==> config.mk <==
export PLATFORM = sky130hd
export DESIGN_NAME = lsu_bus_adapter
export DESIGN_NICKNAME = d
export VERILOG_FILES = /design/src/rtl/lsu_bus_adapter.sv
export SDC_FILE = /design/constraint.sdc
export NUM_CORES = 1
export LEC_CHECK = 0
export CORE_MARGIN = 8
export CORE_UTILIZATION = 35
export CTS_BUF_LIST = sky130_fd_sc_hd__clkbuf_4 sky130_fd_sc_hd__clkbuf_8
export CTS_CLUSTER_SIZE = 12
export DETAILED_ROUTE_END_ITERATION = 8
export PLACE_DENSITY = 0.72
export RECOVER_POWER = 50
export SLEW_MARGIN = 25
export SYNTH_ARGS = -nofsm -noshare
export SYNTH_HDL_FRONTEND = slang
export SYNTH_SLANG_ARGS = --single-unit
==> constraint.sdc <==
create_clock -name clk -period 3.73 [get_ports clk]
set_input_delay 0.746 -clock clk [delete_from_list [all_inputs] [get_ports clk]]
set_output_delay 0.746 -clock clk [all_outputs]
set_load 0.05 [all_outputs]
==> src/rtl/lsu_bus_adapter.sv <==
// Load/store adapter between the execute stage and a data-memory bus.
// Handles byte strobes, lane shifting, optional misaligned splitting and load extension.
module lsu_bus_adapter #(
    parameter int XLEN             = 32,
    parameter int ADDR_W           = 32,
    parameter bit MISALIGNED_SPLIT = 1'b1
) (
    input  logic              clk,
    input  logic              rst_n,
    input  logic              req_valid,
    output logic              req_ready,
    input  logic [3:0]        req_type,
    input  logic [ADDR_W-1:0] req_addr,
    input  logic [XLEN-1:0]   req_wdata,
    output logic              rsp_valid,
    output logic [XLEN-1:0]   rsp_rdata,
    output logic              rsp_err,
    output logic              mem_valid,
    input  logic              mem_ready,
    output logic              mem_we,
    output logic [ADDR_W-1:0] mem_addr,
    output logic [XLEN/8-1:0] mem_wstrb,
    output logic [XLEN-1:0]   mem_wdata,
    input  logic              mem_rvalid,
    input  logic [XLEN-1:0]   mem_rdata
);
    localparam int BYTES = XLEN / 8;
    localparam int OFF_W = $clog2(BYTES);

    typedef enum logic [3:0] {
        L_W = 4'd0, L_H = 4'd1, L_HU = 4'd2, L_B = 4'd3, L_BU = 4'd4,
        S_W = 4'd5, S_H = 4'd6, S_B = 4'd7, LS_N_A = 4'd8
    } load_store_type_e;

    typedef enum logic [2:0] {IDLE, BEAT0, WAIT0, BEAT1, WAIT1, RESP} state_e;

    state_e state_q, state_d;

    // Request decode, only meaningful while IDLE
    logic [2:0]       dec_size;
    logic             dec_store, dec_signed, dec_cross, dec_err;
    logic [OFF_W-1:0] dec_off;
    logic [OFF_W:0]   dec_span;

    always_comb begin
        case (load_store_type_e'(req_type))
            L_W, S_W:       dec_size = 3'd4;
            L_H, L_HU, S_H: dec_size = 3'd2;
            L_B, L_BU, S_B: dec_size = 3'd1;
            default:        dec_size = 3'd0;
        endcase
        dec_store  = req_type inside {S_W, S_H, S_B};
        dec_signed = req_type inside {L_W, L_H, L_B};
        dec_off    = req_addr[OFF_W-1:0];
        dec_span   = (OFF_W+1)'(dec_off) + (OFF_W+1)'(dec_size);
        dec_cross  = dec_span > (OFF_W+1)'(BYTES);
        dec_err    = (dec_size == 3'd0) || (dec_cross && !MISALIGNED_SPLIT);
    end

    logic [2:0]        cap_size;
    logic              cap_store, cap_signed, cap_cross, cap_err;
    logic [OFF_W-1:0]  cap_off;
    logic [ADDR_W-1:0] cap_base;
    logic [XLEN-1:0]   cap_wdata, rd_lo, rd_hi;

    always_ff @(posedge clk or negedge rst_n) begin
        if (!rst_n) begin
            state_q    <= IDLE;
            cap_size   <= '0;
            cap_store  <= 1'b0;
            cap_signed <= 1'b0;
            cap_cross  <= 1'b0;
            cap_err    <= 1'b0;
            cap_off    <= '0;
            cap_base   <= '0;
            cap_wdata  <= '0;
            rd_lo      <= '0;
            rd_hi      <= '0;
        end else begin
            state_q <= state_d;
            if (state_q == IDLE && req_valid) begin
                cap_size   <= dec_size;
                cap_store  <= dec_store;
                cap_signed <= dec_signed;
                cap_cross  <= dec_cross;
                cap_err    <= dec_err;
                cap_off    <= dec_off;
                cap_base   <= {req_addr[ADDR_W-1:OFF_W], {OFF_W{1'b0}}};
                cap_wdata  <= req_wdata;
            end
            if (state_q == WAIT0 && mem_rvalid) rd_lo <= mem_rdata;
            if (state_q == WAIT1 && mem_rvalid) rd_hi <= mem_rdata;
        end
    end

    // Two-beat window: low half belongs to beat0, high half to beat1
    logic [2*BYTES-1:0] byte_mask;
    logic [2*XLEN-1:0]  wide_wdata, wide_rdata;
    logic [XLEN-1:0]    raw, load_data;
    logic               sign_bit;

    always_comb begin
        for (int i = 0; i < 2*BYTES; i++)
            byte_mask[i] = (i >= int'(cap_off)) && (i < int'(cap_off) + int'(cap_size));
        wide_wdata = {{XLEN{1'b0}}, cap_wdata} << {cap_off, 3'b000};
        wide_rdata = {rd_hi, rd_lo} >> {cap_off, 3'b000};
        raw        = wide_rdata[XLEN-1:0];
        case (cap_size)
            3'd1:    sign_bit = raw[7];
            3'd2:    sign_bit = raw[15];
            default: sign_bit = raw[31];
        endcase
        sign_bit  = sign_bit & cap_signed;
        load_data = raw;
        for (int i = 8; i < XLEN; i++)
            if (i >= 8*int'(cap_size)) load_data[i] = sign_bit;
    end

    always_comb begin
        state_d   = state_q;
        req_ready = 1'b0;
        rsp_valid = 1'b0;
        rsp_err   = 1'b0;
        rsp_rdata = '0;
        mem_valid = 1'b0;
        mem_we    = 1'b0;
        mem_addr  = '0;
        mem_wstrb = '0;
        mem_wdata = '0;
        case (state_q)
            IDLE: begin
                req_ready = 1'b1;
                if (req_valid) state_d = dec_err ? RESP : BEAT0;
            end
            BEAT0: begin
                mem_valid = 1'b1;
                mem_we    = cap_store;
                mem_addr  = cap_base;
                mem_wstrb = byte_mask[BYTES-1:0];
                mem_wdata = wide_wdata[XLEN-1:0];
                if (mem_ready) state_d = !cap_store ? WAIT0 : (cap_cross ? BEAT1 : RESP);
            end
            WAIT0: if (mem_rvalid) state_d = cap_cross ? BEAT1 : RESP;
            BEAT1: begin
                mem_valid = 1'b1;
                mem_we    = cap_store;
                mem_addr  = cap_base + ADDR_W'(BYTES);
                mem_wstrb = byte_mask[2*BYTES-1:BYTES];
                mem_wdata = wide_wdata[2*XLEN-1:XLEN];
                if (mem_ready) state_d = cap_store ? RESP : WAIT1;
            end
            WAIT1: if (mem_rvalid) state_d = RESP;
            RESP: begin
                rsp_valid = 1'b1;
                rsp_err   = cap_err;
                if (!cap_err && !cap_store) rsp_rdata = load_data;
                state_d   = IDLE;
            end
            default: state_d = IDLE;
        endcase
    end

endmodule

==> metrics, run 1 <==
Worst R2R Start=state_q[1]$_DFFE_PN0P_; Tcrit/Tclk final=96.37%; # port buffers=207; FFs w/ async S/R, synth=100.0%; top-area cell type share of the netlist area=40.27%; commonest non-fill, non-tap cell in the layout=nand2_1; final net count=1209; crit path capture=mem_wstrb[1]; Final Hold Violating Endpoints=0; setup TNS=0 ns; Die Wd=167.9 um; Via-to-Cell Ratio=5.376; worst slew pin tran=2.158 ns; Clock Sink Count=130; Setup violations, final=0; CTS buffer count=17; io pins=210; first-pass GRT wire length=41730 um; WL final=26280 um; Initial DRT Pass Iterations=5; DRC Markers=0; DP Wirelength=19480 um; r2r setup slk=0.63 ns; EDFF count, synth=0; Worst-Skew Late Latency=0.45 ns; Yosys Warn Count=0; pre-CTS setup slack=0.4136 ns; share of layout cells above drive strength 1=21.59%; ranking of synthesized cells by area=dfrtp_1, mux2_2, nand2_1, mux2i_1, o21ai_0; Setup crit end kind=output pin; gpl congestion=0.8339; core area=22640 um2; Die Span Y=167.9 um; DR vias=7484; Post-Syn Instances=905; Clock Skews=0.01472 ns; Min-Delay Path Class=reg -> reg; PnR worst setup slack=0.1353 ns; Root Buffer=clkbuf_8; #FFs+latches synth=130; Top FF cell, synth=dfrtp_1; DIE AREA=28200 um2; PD cells=842.4 nW/um2; startpoint type of the worst setup path=register; RSZ-0062 raised after global routing=no; Setup crit start=cap_size[0]$_DFFE_PN0P_; final core occ=49.39%; antenna cells=0; Area Growth Syn to Fin=38.41%; WS Path Type=reg -> out; maxcap violations=4; Total Routing Usage GR=18.39%; Post-Syn Area=8079 um2; initial antenna violation count=1; critical path required time=2.98 ns; DRT iter0 DRCs=468; most frequent cells in the layout=nand2_1, dfrtp_1, clkdlybuf4s50_1; via count of the first global-routing pass=7497; LEAKAGE=0.004805 uW; post-synthesis cell type count=56; Initial Utilization=35.68%; WL per Instance=18.88 um; CP max FO=9; WP data arrival=2.85 ns; pin count of the biggest net entering global routing=107; cell taking the most area after synthesis=dfrtp_1; max-slew violation count=171; failing checks=max-capacitance violations, max-slew violations; total gr overflow=0; Max clock buf depth=2; status=finished with violations; Period minus WS final=3.595 ns; TritonCTS clock tree=built; row count=55; peak supply drop=0.4071 mV; worst r2r dst=rd_lo[19]$_DFFE_PN0P_; H-tree levels=4; fmax=0.2782 GHz; sequential area share after synthesis=40.27%; worst reg2reg path depth=5; Reg clk slew, reported paths=0.08 ns; post-route ant nets=0; Mean Syn Cell Area=8.927 um2; headroom to the max-slew limit=-43.84%
==> layout make-up <==
class | instances | area (um2)
tap | 285 | 356.6
inverter | 19 | 71.32
timing repair buffer | 231 | 2547
clock inverter | 14 | 152.6
multi-input combinational | 695 | 4551
clock buffer | 18 | 241.5
fill | 2090 | 11460
sequential | 130 | 3262
==> logic make-up after synthesis <==
group	share of synthesized area, %
multiplexers	18.58
XOR/XNOR	1.301
flip-flops	40.27
AO/OA/AOI/OAI	14.03
buffers and inverters	3.996
adder cells (fa/ha/maj)	2.106
AND/OR/NAND/NOR	19.67
other	0.04642
==> layer usage <==
| layer | track usage, % | wire [um] | part of all wire [%] | vias up |
|---|---|---|---|---|
| li1 | - | - | - | 3563 |
| met1 | 22.55 | 11410 | 43 | 3600 |
| met2 | 29.86 | 12210 | 46 | 289 |
| met3 | 6.759 | 2195 | 8.4 | 30 |
| met4 | 5.241 | 462 | 1.8 | 2 |
| met5 | 0 | 13 | 0.049 | - |
==> synth_stat cells, types with 6 or more instances <==
master and count:
a21oi_1 34, ha_1 8, or4_1 9, a22oi_1 9
xnor2_1 7, o22ai_1 9, nor3_1 8, inv_1 19
nand2_1 218, o31ai_1 6, buf_2 9, clkbuf_1 45
mux2i_1 51, nand2b_1 10, nor2_1 38, o2bb2ai_1 12
buf_1 6, mux2_2 86, a211oi_1 22, nor2b_1 12
or3_1 9, and2_1 14, dfrtp_1 130, o21ai_0 59
nand3_1 7
==> how the worst min path moves through the flow <==
stage / start / to / cells past startpoint
after global routing: rd_hi[9]$_DFFE_PN0P_ / rd_hi[9]$_DFFE_PN0P_ / 1
after floorplan: rst_n / cap_base[10]$_DFFE_PN0P_ / 0
after global placement: rd_lo[5]$_DFFE_PN0P_ / rd_lo[5]$_DFFE_PN0P_ / 1
final: rd_lo[3]$_DFFE_PN0P_ / rd_lo[3]$_DFFE_PN0P_ / 1
after CTS: rst_n / rd_lo[0]$_DFFE_PN0P_ / 1
after detailed placement: rd_lo[5]$_DFFE_PN0P_ / rd_lo[5]$_DFFE_PN0P_ / 1
==> repair_timing <==
action / CTS / global route
endpoints found under the setup margin: 16 / 9
gates resized for setup: 3 / 5
hold buffers: 0 / 0
buffers inserted: 0 / 6
==> per-stage QoR <==
step	instance area, um2	power, uW	hold slack (ns)	std cells
finish	11180	9420	0.5038	1392
global route	11180	10060	0.5204	1392
detailed placement	10760	8187	0.4885	1354
floorplan	8112	6323	0.4504	906
CTS	11160	9444	0.3760	1386
global placement	10760	8086	0.4812	1354
==> flip-flops by register name (all words and copies together), names as in the netlist <==
name        count
cap_off         2
cap_signed      1
cap_size        3
cap_store       1
cap_err         1
cap_base       30
rd_lo          32
rd_hi          24
cap_cross       1
state_q         3
cap_wdata      32
==> power breakdown <==
group	internal, uW	switching [uW]	total, uW
clock network	609	622	1230
logic	2260	3110	5380
registers	2100	709	2810
total	4980	4440	9420
==> worst max-delay path: stages, from the launching register on <==
cell and delay [ns]:
dfrtp_1 0.53, ha_1 0.22, inv_1 0.05, fa_1 0.38
xor2_1 0.20, maj3_1 0.39, a221oi_2 0.42, buf_12 0.20
Power figures use the tool's default switching activity.
==> run 2: changes to the inputs <==
--- a/config.mk
+++ b/config.mk
@@ -5,6 +5,7 @@
 export SDC_FILE = /design/constraint.sdc
 export NUM_CORES = 1
 export LEC_CHECK = 0
+export CORE_ASPECT_RATIO = 1.75
 export CORE_MARGIN = 8
 export CORE_UTILIZATION = 35
 export CTS_BUF_LIST = sky130_fd_sc_hd__clkbuf_4 sky130_fd_sc_hd__clkbuf_8
@@ -12,6 +13,7 @@
 export DETAILED_ROUTE_END_ITERATION = 8
 export PLACE_DENSITY = 0.72
 export RECOVER_POWER = 50
+export SKIP_CTS_REPAIR_TIMING = 1
 export SLEW_MARGIN = 25
 export SYNTH_ARGS = -nofsm -noshare
 export SYNTH_HDL_FRONTEND = slang
==> run 2 against run 1 <==
Against the previous run:
- the flow still finishes with violations (max-capacitance violations, max-slew violations)
- cell area up 0.64%
- routed wire length rose by 1.3%
- cell count increased by 0.72%
- combinational power barely moved
- die area increased by 0.68%
- largest cell class unchanged
==> metrics, run 2 (synthesized netlist as in run 1, its figures left out) <==
CTS buffer count=17 (unchanged); Logic pwr share=56.5% (-0.6 points); Setup crit end kind=output pin; worst r2r dst=rd_lo[21]$_DFFE_PN0P_; pin count of the biggest net entering global routing=107 (unchanged); post-route ant nets=0 (unchanged); setup TNS=0 ns (unchanged); DRC Markers=0 (unchanged); worst slew pin tran=1.982 ns (-0.1754 ns); via count of the first global-routing pass=7792 (+3.9%); RSZ-0062 raised after global routing=yes; Min-Delay Path Class=reg -> reg; DR vias=7365 (-1.6%); LEAKAGE=0.004885 uW (+1.6%); Initial Utilization=35.52% (-0.16 points); crit path capture=rsp_rdata[12]; r2r setup slk=0.65 ns (+0.02 ns); CP max FO=26 (+17); Clock Skews=0.01250 ns (-0.002223 ns); sw frac=46.30% (-0.88 points); H-tree levels=4 (unchanged); io pins=210 (unchanged); WL per Instance=19.00 um (+0.61%); first-pass GRT wire length=41260 um (-1.1%); core area=22740 um2 (+0.45%); Setup violations, final=0 (unchanged); initial antenna violation count=0 (-1); startpoint type of the worst setup path=register; Initial DRT Pass Iterations=5 (unchanged); Tcrit/Tclk final=97.73% (+1.4 points); WHS=0.5004 ns (-0.003326 ns); antenna cells=0 (unchanged); Layout Cells excl Fill=1402 (+0.72%); Worst R2R Start=state_q[1]$_DFFE_PN0P_; fmax=0.2743 GHz (-1.4%); status=finished with violations; WS Path Type=reg -> out; Period minus WS final=3.645 ns (+0.05061 ns); net switching power=4410 uW (-0.78%); DIE AREA=28390 um2 (+0.68%); DP Wirelength=20170 um (+3.5%); commonest non-fill, non-tap cell in the layout=nand2_1; # port buffers=207 (unchanged); Worst-Skew Late Latency=0.47 ns (+0.02 ns); WP data arrival=2.90 ns (+0.05 ns); final net count=1204 (-0.41%); row count=73 (+33%); PD cells=846.3 nW/um2 (+0.46%); Clk pwr share=14.3% (+1.2 points); headroom to the max-slew limit=-32.14% (+12 points); failing checks=max-capacitance violations, max-slew violations; total gr overflow=0 (unchanged); peak supply drop=0.4450 mV (+9.3%); top flop regs=cap_wdata x32, rd_lo x32, cap_base x30; Reg clk slew, reported paths=0.08 ns (about the same); Setup crit start=cap_off[1]$_DFFE_PN0P_; critical path required time=2.98 ns (about the same); WL final=26630 um (+1.3%); Reg power frac=29.1% (-0.7 points); Via-to-Cell Ratio=5.253 (-2.3%); Final Hold Violating Endpoints=0 (unchanged); fillcell total=2104 (+0.67%); Die Span Y=217.0 um (+29%); share of layout cells above drive strength 1=21.69% (+0.098 points); Clock Sink Count=130 (unchanged); TritonCTS clock tree=built; Die Wd=130.9 um (-22%); Root Buffer=clkbuf_8; max-slew violation count=135 (-21%); DRT iter0 DRCs=426 (-9.0%); maxcap violations=3 (-1); Int Pwr=5114 uW (+2.8%); Area Growth Syn to Fin=39.29%; most frequent cells in the layout=nand2_1, dfrtp_1, clkdlybuf4s50_1; final total power=9524 uW (+1.1%); hold path cells=1 (unchanged); Cells after DPL=1367 (+0.96%); Total Routing Usage GR=18.86% (+0.47 points); worst reg2reg path depth=5 (unchanged); gpl congestion=0.8652 (+3.8%); Max clock buf depth=2 (unchanged)
## run 2: power by group through the flow
stage | clock network [uW] | registers, uW | logic [uW]
2_1_floorplan | 0 | 2520 | 3800
3_3_place_gp | 0 | 2750 | 5300
3_5_place_dp | 0 | 2800 | 5380
4_1_cts | 1410 | 2770 | 5410
5_1_grt | 1460 | 2890 | 5820
6_report | 1370 | 2780 | 5380
## run 2: area by class of cell
cell class	count	area [um2]	share of cell area, %
clock buffer	20	269.0	2.390
clock inverter	12	181.4	1.612
inverter	19	75.07	0.6671
multi-input combinational	695	4567	40.58
sequential	130	3261	28.97
tap	300	375.4	3.336
timing repair buffer	226	2525	22.44
## run 2: per-stage QoR
step	util [%]	area, um2	setup slack [ns]
final	49.48	11250	0.08472
after global routing	49.48	11250	-0.04514
after CTS	49.33	11220	-0.09857
after detailed placement	47.35	10770	0.4339
after global placement	47.35	10770	0.5526
after floorplan	-	8112	0.1815
## run 2: how the worst min path moves through the flow
stage | startpoint | endpoint | slack, ns
after global routing | rd_hi[13]$_DFFE_PN0P_ | rd_hi[13]$_DFFE_PN0P_ | 0.52
after detailed placement | rd_lo[3]$_DFFE_PN0P_ | rd_lo[3]$_DFFE_PN0P_ | 0.49
final | rd_lo[3]$_DFFE_PN0P_ | rd_lo[3]$_DFFE_PN0P_ | 0.50
after global placement | cap_base[31]$_DFFE_PN0P_ | cap_base[31]$_DFFE_PN0P_ | 0.48
after CTS | rst_n | rd_lo[12]$_DFFE_PN0P_ | 0.31
after floorplan | rst_n | cap_base[10]$_DFFE_PN0P_ | 0.45
## run 2: routing by layer
metal / wire [um] / track usage, %
met5: 0 / 0
met4: 1172 / 9.735
met3: 1668 / 5.020
met2: 14240 / 34.05
met1: 9552 / 19.24
## run 2: critical path, cell delays in order, from the launching register on
cell	delay [ns]
dfrtp_4	0.42
buf_4	0.34
mux2_2	0.41
nor3b_1	0.17
o2111ai_1	0.62
o21ai_0	0.22
buf_4	0.24
